--- src/rtl/sum_accum_pkg.sv ---
// Shared definitions for the streaming sum accumulator.
package sum_accum_pkg;

  localparam int DATA_W = 32;

  typedef enum logic [1:0] {
    IDLE,
    ACCUM,
    DONE
  } sum_accum_state_t;

endpackage

--- src/rtl/carry_select_adder.sv ---
// 32-bit carry-select adder: each 4-bit block precomputes both carry-in cases,
// and the incoming block carry picks one of them.
module carry_select_adder
  import sum_accum_pkg::*;
(
  input  logic [DATA_W-1:0] a,
  input  logic [DATA_W-1:0] b,
  output logic [DATA_W-1:0] sum
);

  localparam int BLK_W = 4;
  localparam int NBLK  = DATA_W / BLK_W;

  logic [NBLK-1:0] carry;

  assign carry[0] = 1'b0;

  generate
    for (genvar gi = 0; gi < NBLK; gi++) begin : g_blk
      logic [BLK_W:0] s0;
      logic [BLK_W:0] s1;

      assign s0 = {1'b0, a[gi*BLK_W +: BLK_W]} + {1'b0, b[gi*BLK_W +: BLK_W]};
      assign s1 = {1'b0, a[gi*BLK_W +: BLK_W]} + {1'b0, b[gi*BLK_W +: BLK_W]}
                  + (BLK_W+1)'(1);

      assign sum[gi*BLK_W +: BLK_W] = carry[gi] ? s1[BLK_W-1:0] : s0[BLK_W-1:0];

      // The final carry-out is dropped: the sum is modulo 2^DATA_W.
      if (gi < NBLK - 1) begin : g_carry
        assign carry[gi+1] = carry[gi] ? s1[BLK_W] : s0[BLK_W];
      end
    end
  endgenerate

endmodule

--- src/rtl/sum_accumulator.sv ---
// Streaming accumulator: sums a programmed number of operands through u_add.
// Optional sticky wrap flag on out_ovf when SUM_ACCUM_OVF_EN is defined.
module sum_accumulator
  import sum_accum_pkg::*;
#(
  parameter int COUNT_W = 8
) (
  input  logic               clk,
  input  logic               rst,
  input  logic               start,
  input  logic [COUNT_W-1:0] len,
  input  logic               in_valid,
  output logic               in_ready,
  input  logic [DATA_W-1:0]  in_data,
  output logic               out_valid,
  input  logic               out_ready,
  output logic [DATA_W-1:0]  out_sum,
  output logic [COUNT_W-1:0] out_count,
  output logic               busy
`ifdef SUM_ACCUM_OVF_EN
  ,
  output logic               out_ovf
`endif
);

  sum_accum_state_t   state_reg, state_next;
  logic [DATA_W-1:0]  acc_reg;
  logic [COUNT_W-1:0] cnt_reg;
  logic [COUNT_W-1:0] remaining_reg;
  logic [DATA_W-1:0]  add_sum;
  logic               launch;
  logic               accept;

  carry_select_adder u_add (
    .a   (acc_reg),
    .b   (in_data),
    .sum (add_sum)
  );

  assign launch = (state_reg == IDLE) && start;
  assign accept = (state_reg == ACCUM) && in_valid;

  always_ff @(posedge clk) begin
    if (rst) begin
      state_reg <= IDLE;
    end else begin
      state_reg <= state_next;
    end
  end

  always_comb begin
    state_next = state_reg;
    case (state_reg)
      IDLE: begin
        if (start) begin
          state_next = (len == '0) ? DONE : ACCUM;
        end
      end
      ACCUM: begin
        if (accept && (remaining_reg == COUNT_W'(1))) begin
          state_next = DONE;
        end
      end
      DONE: begin
        if (out_ready) begin
          state_next = IDLE;
        end
      end
      default: state_next = IDLE;
    endcase
  end

  always_ff @(posedge clk) begin
    if (rst) begin
      acc_reg       <= '0;
      cnt_reg       <= '0;
      remaining_reg <= '0;
    end else if (launch) begin
      acc_reg       <= '0;
      cnt_reg       <= '0;
      remaining_reg <= len;
    end else if (accept) begin
      acc_reg       <= add_sum;
      cnt_reg       <= cnt_reg + COUNT_W'(1);
      remaining_reg <= remaining_reg - COUNT_W'(1);
    end
  end

`ifdef SUM_ACCUM_OVF_EN
  logic ovf_reg;

  // An unsigned add wrapped exactly when the result is smaller than the old total.
  always_ff @(posedge clk) begin
    if (rst || launch) begin
      ovf_reg <= 1'b0;
    end else if (accept && (add_sum < acc_reg)) begin
      ovf_reg <= 1'b1;
    end
  end

  assign out_ovf = ovf_reg;
`endif

  assign in_ready  = (state_reg == ACCUM);
  assign out_valid = (state_reg == DONE);
  assign busy      = (state_reg == ACCUM) || (state_reg == DONE);
  assign out_sum   = acc_reg;
  assign out_count = cnt_reg;

endmodule

--- config.mk ---
export PLATFORM = sky130hd
export DESIGN_NAME = sum_accumulator
export DESIGN_NICKNAME = d
export VERILOG_FILES = /design/src/rtl/sum_accum_pkg.sv /design/src/rtl/carry_select_adder.sv /design/src/rtl/sum_accumulator.sv
export SDC_FILE = /design/constraint.sdc
export NUM_CORES = 1
export LEC_CHECK = 0
export BUFFER_PORTS_ARGS = -buffer_cell sky130_fd_sc_hd__buf_4
export CAP_MARGIN = 10
export CORE_ASPECT_RATIO = 0.5
export CORE_MARGIN = 2
export CORE_UTILIZATION = 29
export DETAILED_ROUTE_END_ITERATION = 10
export SLEW_MARGIN = 20
export SYNTH_ARGS = -nofsm -noshare
export SYNTH_HDL_FRONTEND = slang
export SYNTH_SLANG_ARGS = --single-unit
--- constraint.sdc ---
create_clock -name clk -period 4.1 [get_ports clk]
set_input_delay 0.205 -clock clk [delete_from_list [all_inputs] [get_ports clk]]
set_output_delay 0.205 -clock clk [all_outputs]
set_load 0.02 [all_outputs]
==> flow_summary.json <==
{
  "grtUsageTotal_pct": 13.5,
  "cp.arrival_ns": 4.19,
  "power_switching_uw": 519,
  "synth_most_common_cell": "dfxtp_1",
  "pin_count": 88,
  "final_core_utilization_pct": 39.5,
  "dominant_combinational_cell_family_by_area_after_synthesis": "adder cells",
  "synth-compound-area-share_pct": 16.6,
  "drtIter0Drc": 162,
  "yosys-top-cells-count": "50 x dfxtp_1, 44 x ha_1, 37 x a21oi_1",
  "post_synth.cell_area_avg_sq_um": 8.84,
  "synth_seq_cells": 50,
  "async_s_r_ff_share_synth_pct": 0,
  "post_detailed_route_count_of_antenna_violating_nets": 0,
  "route.detailed.vias_per_inst": 4.75,
  "hold_viol_final": 0,
  "wl_per_cell_um": 13.1,
  "path_clk_slew_ns": 0.07,
  "placed_cell_count": 657,
  "post_synth_and_or_nand_nor_area_fraction_pct": 17.4,
  "cts_inserted_buffers": 5,
  "synth_sequential_area_ratio_pct": 27.6,
  "synth_xor_xnor_area_share_pct": 11.8,
  "total_leakage_power_uw": 0.00209,
  "worst_ir_drop_vdd_mv": 0.168,
  "mappedNetlistArea_sq_mm": 0.00363,
  "timing.critical_path.to_type": "flop",
  "timing.hold.worst.class": "in -> reg",
  "grt_pass1_vias": 3075,
  "layout.cell_area.non_filler_sq_mm": 0.00474,
  "die_w_um": 162,
  "hold_path_depth": 2,
  "die_area_sq_mm": 0.0135,
  "std_cell_rows": 28,
  "antenna_found_initial": 0,
  "syn-num-nets": 508,
  "critical_path_required_ns": 4.33,
  "drv_cap": 0,
  "final_nets": 602,
  "synth_cells": 411,
  "outcome": "finished clean",
  "dp_hpwl_mm": 6.63,
  "swShare_pct": 34.4,
  "drt-pass1-iter-count": 4,
  "path_max_fanout": 3,
  "critical_path.startpoint_type": "flop",
  "worst_clock_skew_ns": 0.00589,
  "fillCellCount": 1205,
  "initial_standard_cell_utilization_of_the_core_pct": 30.2,
  "grt_first_pass_wirelength_mm": 14.8,
  "rsz0062_at_grt": "true",
  "tightest_slew_ns": 0.788,
  "drc": 0,
  "ctsHoldBuffers": 0,
  "setup-violations-final": 0,
  "portion_of_the_clock_cycle_consumed_by_the_worst_path_in_the_final_layout_pct": 96.6,
  "muxShareOfSynthArea_pct": 4.24,
  "route.vias.total": 3189,
  "share_clk_of_total_power_pct": 29.2,
  "power_frac_comb_pct": 33.5,
  "dominant_register_cell_in_the_synthesized_netlist": "dfxtp_1",
  "cts_tree": "yes",
  "synth.distinct_cells": 44,
  "multiInputGateArea_sq_mm": 0.00257,
  "cts.path.max_buffers": 2,
  "depth_of_the_cts_h_tree": 2,
  "whs_ns": 0.171,
  "fp.coreArea_sq_mm": 0.0120,
  "insertedDiodeCount": 0,
  "timing.fmax_mhz": 253,
  "global_route.overflow_total": 0,
  "clkSinkCount": 50,
  "register_area_sq_mm": 0.00101,
  "post-synth-top-area-cell": "dfxtp_1",
  "synth_area_leaders": "dfxtp_1 28%, ha_1 15%, xnor2_1 5.8%",
  "number_of_enable_flip_flop_cells_after_synthesis": 0,
  "yosys.area_share.adder_pct": 19.6,
  "post_dp_cell_area_sq_mm": 0.00450,
  "period_needed_ns": 3.96,
  "finalNonFillerCells": 671,
  "grt_start_max_net_pins": 35,
  "die_height_um": 83.1,
  "setup_tns_ns": 0,
  "slew_violations": 0,
  "power.sequential.fraction_pct": 37.3,
  "wirelength_mm": 8.81,
  "final_layout_size_suffix_gt1_share_pct": 25.9,
  "io_buffer_count": 87,
  "power_report.internal_total_uw": 988,
  "largest_register_ffs": 32,
  "rr_worst_depth": 14,
  "finalWeightedCongestion": 0.833,
  "clk-insertion-delay-late_ns": 0.30,
  "area_delta_synth_final_pct": 30.6,
  "synth_top_area_share_pct": 27.6,
  "power.density_cell_area_mw_per_mm2": 318,
  "yosysWarningCount": 0,
  "clock-root-buffer": "clkbuf_16",
  "slew_headroom_pct": 47.4,
  "critPathKind": "reg -> reg"
}
area by class of cell:
type,count,area share [%]
clock inverter,2,0.264
sequential,50,21.2
tap,165,4.35
multi-input combinational,334,54.3
inverter,14,1.11
clock buffer,6,2.93
timing repair buffer,100,15.8
per-stage QoR:
step                      power, uW  setup WS [ns]
final                          1510          0.141
after global routing           1620         -0.121
after CTS                      1520         0.0246
after detailed placement       1070        -0.0738
after global placement         1060        -0.0202
after floorplan                 912         0.0137
cell families (layout without fill, tap and decap cells):
kind of cell    count (synthesis)  after routing
flops                          50             50
xor+xnor                       46             46
mux                            15             15
buf+inv                        27            122
compound gates                 92             92
fa+ha+maj                      52             52
simple gates                  129            129
critical path: stages, from the launching register on:
cell	delay [ns]
dfxtp_2	0.34
ha_4	0.16
fa_1	0.57
ha_2	0.21
nand2_4	0.06
a2111oi_4	0.25
mux2i_2	0.36
mux2i_2	0.32
mux2i_2	0.30
mux2i_2	0.29
mux2i_2	0.26
buf_4	0.14
mux2i_2	0.21
mux2i_1	0.24
mux2i_1	0.19
repair_timing:
action | in CTS | in global routing
pin swaps | 0 | 7
endpoints found under the setup margin | 2 | 8
buffers inserted | 3 | 3
resized for setup | 1 | 11
cell usage in the layout (no fill, tap or decap), drive strengths merged, types with 2 or more instances in the layout:
| master | instances |
|---|---|
| a211oi | 19 |
| a21o | 13 |
| a21oi | 38 |
| a311oi | 3 |
| and2 | 2 |
| and3 | 5 |
| buf | 100 |
| clkbuf | 6 |
| dfxtp | 50 |
| fa | 8 |
| ha | 44 |
| inv | 14 |
| mux2i | 15 |
| nand2 | 33 |
| nand2b | 3 |
| nand3 | 10 |
| nand3b | 2 |
| nand4 | 11 |
| nand4b | 3 |
| nor2 | 36 |
| nor2b | 4 |
| nor3 | 6 |
| nor4 | 3 |
| o21ai | 13 |
| or2 | 2 |
| or3 | 6 |
| or4 | 2 |
| xnor2 | 25 |
| xor2 | 21 |
final timing paths:
check / startpoint / slack (ns) / to
setup / recovery: out_sum[4] / 0.14 / out_sum[31]
hold / removal: rst / 0.17 / remaining_reg[1]
setup reg to reg: out_sum[4] / 0.14 / out_sum[31]
hold reg to reg: out_sum[3] / 0.48 / out_sum[3]
layer usage:
metal / global-route usage, % / vias up / share of wire [%]
li1: - / 1668 / -
met2: 22.5 / 26 / 46
met3: 2.90 / 8 / 2.6
met4: 3.86 / 0 / 1.2
met1: 17.6 / 1487 / 50
met5: 0 / - / 0
power groups by stage:
stage,logic (uW),clock network (uW),registers (uW)
6_report,504,440,562
5_1_grt,569,484,568
4_1_cts,502,460,562
3_5_place_dp,498,0,572
3_3_place_gp,490,0,571
2_1_floorplan,324,0,587
Power figures use the tool's default switching activity.
